--- config.mk ---
export PLATFORM = sky130hd
export DESIGN_NAME = seq_transmitter
export DESIGN_NICKNAME = d
export VERILOG_FILES = /design/src/rtl/seq_transmitter.sv
export SDC_FILE = /design/constraint.sdc
export NUM_CORES = 1
export LEC_CHECK = 0
export BUFFER_PORTS_ARGS = -buffer_cell sky130_fd_sc_hd__buf_4
export CORE_MARGIN = 1
export CORE_UTILIZATION = 40
export DETAILED_ROUTE_END_ITERATION = 12
export HOLD_SLACK_MARGIN = 0.15
export PLACE_DENSITY_LB_ADDON = 0.12
export SYNTH_ARGS = -nofsm -noshare
export SYNTH_HDL_FRONTEND = slang
export SYNTH_SLANG_ARGS = --single-unit
--- constraint.sdc ---
create_clock -name clk -period 2.5 [get_ports clk]
set_clock_uncertainty 0.2 [all_clocks]
set_input_delay 0 -clock clk [delete_from_list [all_inputs] [get_ports clk]]
set_output_delay 0 -clock clk [all_outputs]
set_load 0.005 [all_outputs]
--- src/rtl/seq_transmitter.sv ---
// ============================================================================
//  Module   : seq_transmitter
//  Purpose  : Loads an NBITS-wide pattern and a payload length, then shifts
//             pattern[len] down to pattern[0] out on a registered serial line,
//             MSB first.
//             With SEQ_TRANSMITTER_STUFF_EN defined, the frame is bit-stuffed
//             so that "111" can only occur as the closing trailer:
//               - a 0 is inserted after every two consecutive payload 1s
//                 when more payload bits follow,
//               - a 0 pad is sent when the last payload bit was a 1,
//               - the trailer 1,1,1 is sent, and done marks its third bit.
//             Without the macro only the raw payload is sent, and done marks
//             the last payload bit.
//  Ports    : clk     - clock, all state changes on its rising edge
//             reset   - asynchronous active-low reset
//             load    - frame start request, accepted only while busy=0
//             pattern - payload bits, captured on acceptance
//             len     - payload length minus one, captured on acceptance
//             data    - registered serial output, 0 when idle
//             busy    - high while a frame bit is on data
//             done    - one-cycle pulse on the final bit of a frame
//  Macros   : SEQ_TRANSMITTER_STUFF_EN - enables stuffing, padding, trailer
//  Revision : 1.0 - initial release
// ============================================================================
`default_nettype none

module seq_transmitter #(
    parameter int NBITS = 8
) (
    input  logic                     clk,
    input  logic                     reset,
    input  logic                     load,
    input  logic [NBITS-1:0]         pattern,
    input  logic [$clog2(NBITS)-1:0] len,
    output logic                     data,
    output logic                     busy,
    output logic                     done
);

    localparam int c_IW = $clog2(NBITS);

`ifdef SEQ_TRANSMITTER_STUFF_EN
    typedef enum logic [2:0] {
        S_IDLE  = 3'd0,
        S_SEND  = 3'd1,
        S_STUFF = 3'd2,
        S_PAD   = 3'd3,
        S_TRAIL = 3'd4
    } state_t;
`else
    typedef enum logic [0:0] {
        S_IDLE = 1'b0,
        S_SEND = 1'b1
    } state_t;
`endif

    state_t             r_state;
    state_t             w_state_nxt;
    logic [NBITS-1:0]   r_pat;
    logic [NBITS-1:0]   w_pat_nxt;
    // r_idx always names the payload bit most recently put on data
    logic [c_IW-1:0]    r_idx;
    logic [c_IW-1:0]    w_idx_nxt;
    logic [c_IW-1:0]    w_idx_dec;
    logic               r_data;
    logic               w_data_nxt;
    logic               r_busy;
    logic               w_busy_nxt;
    logic               r_done;
    logic               w_done_nxt;
`ifdef SEQ_TRANSMITTER_STUFF_EN
    // r_run counts consecutive 1s ending with the bit currently on data
    logic [1:0]         r_run;
    logic [1:0]         w_run_nxt;
    // r_tcnt numbers the trailer bit currently on data (0..2)
    logic [1:0]         r_tcnt;
    logic [1:0]         w_tcnt_nxt;
`endif

    assign w_idx_dec = r_idx - c_IW'(1);

    always_ff @(posedge clk or negedge reset) begin
        if (!reset) begin
            r_state <= S_IDLE;
            r_pat   <= '0;
            r_idx   <= '0;
            r_data  <= 1'b0;
            r_busy  <= 1'b0;
            r_done  <= 1'b0;
`ifdef SEQ_TRANSMITTER_STUFF_EN
            r_run   <= 2'd0;
            r_tcnt  <= 2'd0;
`endif
        end else begin
            r_state <= w_state_nxt;
            r_pat   <= w_pat_nxt;
            r_idx   <= w_idx_nxt;
            r_data  <= w_data_nxt;
            r_busy  <= w_busy_nxt;
            r_done  <= w_done_nxt;
`ifdef SEQ_TRANSMITTER_STUFF_EN
            r_run   <= w_run_nxt;
            r_tcnt  <= w_tcnt_nxt;
`endif
        end
    end

    // Next-state logic also computes the next values of the registered
    // outputs, so data/busy/done leave the flops with no output decode.
    always_comb begin
        w_state_nxt = r_state;
        w_pat_nxt   = r_pat;
        w_idx_nxt   = r_idx;
        w_data_nxt  = 1'b0;
        w_busy_nxt  = 1'b0;
        w_done_nxt  = 1'b0;
`ifdef SEQ_TRANSMITTER_STUFF_EN
        w_tcnt_nxt  = r_tcnt;
`endif

        case (r_state)
            S_IDLE: begin
                if (load) begin
                    w_state_nxt = S_SEND;
                    w_pat_nxt   = pattern;
                    w_idx_nxt   = len;
                    w_data_nxt  = pattern[len];
                    w_busy_nxt  = 1'b1;
`ifndef SEQ_TRANSMITTER_STUFF_EN
                    w_done_nxt  = (len == '0);
`endif
                end
            end

`ifdef SEQ_TRANSMITTER_STUFF_EN
            S_SEND: begin
                w_busy_nxt = 1'b1;
                if (r_idx == '0) begin
                    // A trailing 1 needs a 0 separator so the trailer stays
                    // the only place three 1s can line up.
                    if (r_data) begin
                        w_state_nxt = S_PAD;
                        w_data_nxt  = 1'b0;
                    end else begin
                        w_state_nxt = S_TRAIL;
                        w_data_nxt  = 1'b1;
                        w_tcnt_nxt  = 2'd0;
                    end
                end else if (r_run == 2'd2) begin
                    // Break the run; the pending payload bit waits a cycle.
                    w_state_nxt = S_STUFF;
                    w_data_nxt  = 1'b0;
                end else begin
                    w_idx_nxt   = w_idx_dec;
                    w_data_nxt  = r_pat[w_idx_dec];
                end
            end

            S_STUFF: begin
                w_state_nxt = S_SEND;
                w_idx_nxt   = w_idx_dec;
                w_data_nxt  = r_pat[w_idx_dec];
                w_busy_nxt  = 1'b1;
            end

            S_PAD: begin
                w_state_nxt = S_TRAIL;
                w_data_nxt  = 1'b1;
                w_busy_nxt  = 1'b1;
                w_tcnt_nxt  = 2'd0;
            end

            S_TRAIL: begin
                if (r_tcnt == 2'd2) begin
                    w_state_nxt = S_IDLE;
                end else begin
                    w_tcnt_nxt  = r_tcnt + 2'd1;
                    w_data_nxt  = 1'b1;
                    w_busy_nxt  = 1'b1;
                    w_done_nxt  = (r_tcnt == 2'd1);
                end
            end
`else
            S_SEND: begin
                if (r_idx == '0) begin
                    w_state_nxt = S_IDLE;
                end else begin
                    w_idx_nxt   = w_idx_dec;
                    w_data_nxt  = r_pat[w_idx_dec];
                    w_busy_nxt  = 1'b1;
                    w_done_nxt  = (r_idx == c_IW'(1));
                end
            end
`endif

            default: begin
                w_state_nxt = S_IDLE;
            end
        endcase
    end

`ifdef SEQ_TRANSMITTER_STUFF_EN
    // Saturates at 3 so the trailer cannot wrap the counter back to 0.
    always_comb begin
        w_run_nxt = 2'd0;
        if (w_data_nxt) begin
            w_run_nxt = (r_run == 2'd3) ? 2'd3 : r_run + 2'd1;
        end
    end
`endif

    assign data = r_data;
    assign busy = r_busy;
    assign done = r_done;

endmodule

`default_nettype wire

==> impl_results.md <==
- Status: finished, final reports clean
- Register bit total from synthesis: 14
- Clock slew at reported path FFs: 90 ps
- P_sw: roughly 340 uW
- Hold_sp: pattern[1]
- Port bufs: 16
- Slew at the pin closest to its max-slew limit: approximately 610 ps
- Hold Crit Depth: 3
- CTS Sinks: 14
- GRT Total Usage: 16.36%
- I/O Pins: 17
- Filler cells: about 150
- CP Capture Type: flop
- Pint: approximately 740 uW
- Area of the mapped netlist: about 760 sq um
- VDD IR max: 542.0 uV
- Sequential share of power: approximately 39%
- Switching fraction of total power: between 30% and 40%
- Mapped Cells: 56
- Vias: approximately 570
- Register area share after synthesis: 46.36%
- Post-cts sizing count: 0
- Crit path kind: reg -> reg
- Row count: 15
- Slew headroom: 59.05%
- Area delta synth->final: 44.70%
- Clock Power Share: 14.8%
- Pwr Density: 989.6 mW/mm^2
- PnR worst setup slack: 358.2 ps
- Synth cell types: 19
- Crit-path slowest cell: dlygate4sd3_1
- Final cycle utilization of the critical path: roughly 86%
- R2R Setup Slk: between 300 and 400 ps
- Clock latency on the worst-skew pair: 280 ps
- Crit path cell chain: nand2b_1 > o41ai_1 > dlygate4sd3_1
- DP HPWL: around 1 mm
- Max clock buf depth: 2
- Hold Path End: r_pat[1]
- Layout cells sized above 1: between 30% and 40%
- Core area: between 0.0015 and 0.002 sq mm
- Final hold vios: 0
- Post-DP Area: approximately 900 sq um
- Final nets: between 100 and 150
- Post-DRT Antenna Nets: 0
- Vias in the first global route: roughly 510
- Commonest non-fill, non-tap cells in the layout: dlygate4sd3_1, buf_4, dfrtp_1
- Fmax: about 470 MHz
- Max_cap viols: 0
- DR DRC count: 0
- DIE AREA: 0.002067 sq mm
- Pre-CTS WS: 751.2 ps
- Leak pwr: roughly 0.0005 uW
- Die W: ~45 um
- Syn_area_per_cell: roughly 13 sq um
- Capturing point of the worst reg2reg path: done
- Clk Tree Root Cell: clkbuf_4
- DR pass1 iterations: 4
- Final setup violation count: 0
- Synth warnings: 0
- First-pass GRT wire length: 2.352 mm
- Reg-to-Reg Start: busy
- Total negative slack: 0 ps
- Worst Hold Class: in -> reg
- CTS Buf Count: 3
- Initial core utilization: 43.30%
- 1st-iter DRT viols: 4
- Vias/cell: approximately 5
- Drt total wl: approximately 1.5 mm
- Fin crit period: 2142 ps
- H-tree lvl count: 1
- Initial antenna violation count: 0
- RSZ-0062 raised after global routing: false
- Worst stage delay on the critical path: around 590 ps
- Comb pwr share: a little under half
- TritonCTS clock tree: yes
- Total gr overflow: 0
- CP arrival: between 2000 and 2500 ps
- Largest net degree at the start of global routing: 15
- Per-cell routed wire length: 12.77 um
- GPL Wtd Cong: roughly 0.77
- Final Instance Area: between 0.001 and 0.0015 sq mm
- Crit start category: flop
- Final Slew Violations: 0
- R2R depth: 3
- Syn nets: 73
- Die Height: 45.47 um
- CP Max Fanout: 12
- N_diodes: 0
- Worst path required time: 2510 ps
[layer usage]
metal / track usage, % / vias up / share of wire (%) / wire length [um]
met2: 24.57 / 15 / 48 / 711
met3: 2.381 / 2 / 2.5 / 36
li1: - / 281 / - / -
met4: 9.091 / 0 / 0.68 / 10
met5: 0 / - / 0 / 0
met1: 22.56 / 275 / 48 / 709
[power by group through the flow]
| stage | logic, uW | clock network (uW) | registers (uW) |
|---|---|---|---|
| finish | 500 | 160 | 422 |
| global route | 551 | 176 | 438 |
| CTS | 498 | 166 | 421 |
| detailed placement | 445 | 0 | 427 |
| global placement | 444 | 0 | 428 |
| floorplan | 357 | 0 | 394 |
[synthesized netlist by cell type]
cell type   n  share of area [%]
nor3_1      1               0.66
and2_1      1               0.83
nand2b_1    1               0.83
mux2_2      8                 12
mux4_1      2                7.0
nor2b_1     1               0.83
mux4_2      2                6.0
ha_1        3                5.0
dfrtp_1    14                 46
nand3b_1    1               0.99
o41ai_1     1                1.2
nor3b_1     1               0.99
mux2i_1     5                6.6
nand4bb_1   1                1.5
buf_2       2                1.3
inv_1       4                2.0
o21ai_0     4                2.6
o211ai_1    3                3.0
nand2_1     1               0.50
[timing repair]
action                                 4_1_cts  5_1_grt
endpoints found under the hold margin       28        0
setup buffers                                0        0
hold buffers                                16        0
[state kept, by name (all words and copies together), names as in the netlist]
| register | cells |
|---|---|
| done | 1 |
| r_pat | 8 |
| data | 1 |
| busy | 1 |
| r_idx | 3 |
[layout make-up]
type | count | area [sq um] | share of cell area (%)
multi-input combinational | 36 | 380.4 | 34.78
sequential | 14 | 350.3 | 32.04
timing repair buffer | 32 | 280.3 | 25.63
clock buffer | 4 | 36.28 | 3.318
tap | 25 | 31.28 | 2.860
inverter | 4 | 15.01 | 1.373
[how the worst max path moves through the flow]
stage          slack [ps]  endpoint      from  depth (start not counted)
6_report              360      done      busy                          3
5_1_grt               230  r_idx[1]  r_idx[0]                          6
4_1_cts               370  r_idx[1]  r_idx[0]                          6
3_3_place_gp          770      data  r_idx[0]                          5
3_5_place_dp          750      data  r_idx[0]                          5
2_1_floorplan         870      data  r_idx[0]                          5
[cell families (layout without fill, tap and decap cells)]
kind of cell | count (synthesis) | count (layout) | synth area share (%)
AOI/OAI and AO/OA | 8 | 8 | 6.788
adders and majority gates | 3 | 3 | 4.967
buffers and inverters | 6 | 40 | 3.311
DFF | 14 | 14 | 46.36
muxes | 17 | 17 | 31.46
and+or+nand+nor | 8 | 8 | 7.120
[metrics by stage]
step,total power [uW],std cells,hold slack (ps),util [%]
3_5_place_dp,871.4,95,-339.4,51.40
2_1_floorplan,751.7,56,-495.6,-
5_1_grt,1164,115,306.6,62.65
6_report,1082,115,294.3,62.65
4_1_cts,1086,115,289.9,62.65
3_3_place_gp,871.6,95,-337.8,51.40
[worst max-delay path: cells and delay by family, from the launching register on]
family,cells,cell delay (ps)
buffers and inverters,1,590
AND/OR/NAND/NOR,1,420
AO/OA/AOI/OAI,1,350
flip-flops,1,510
(Power assumes the default switching activity.)
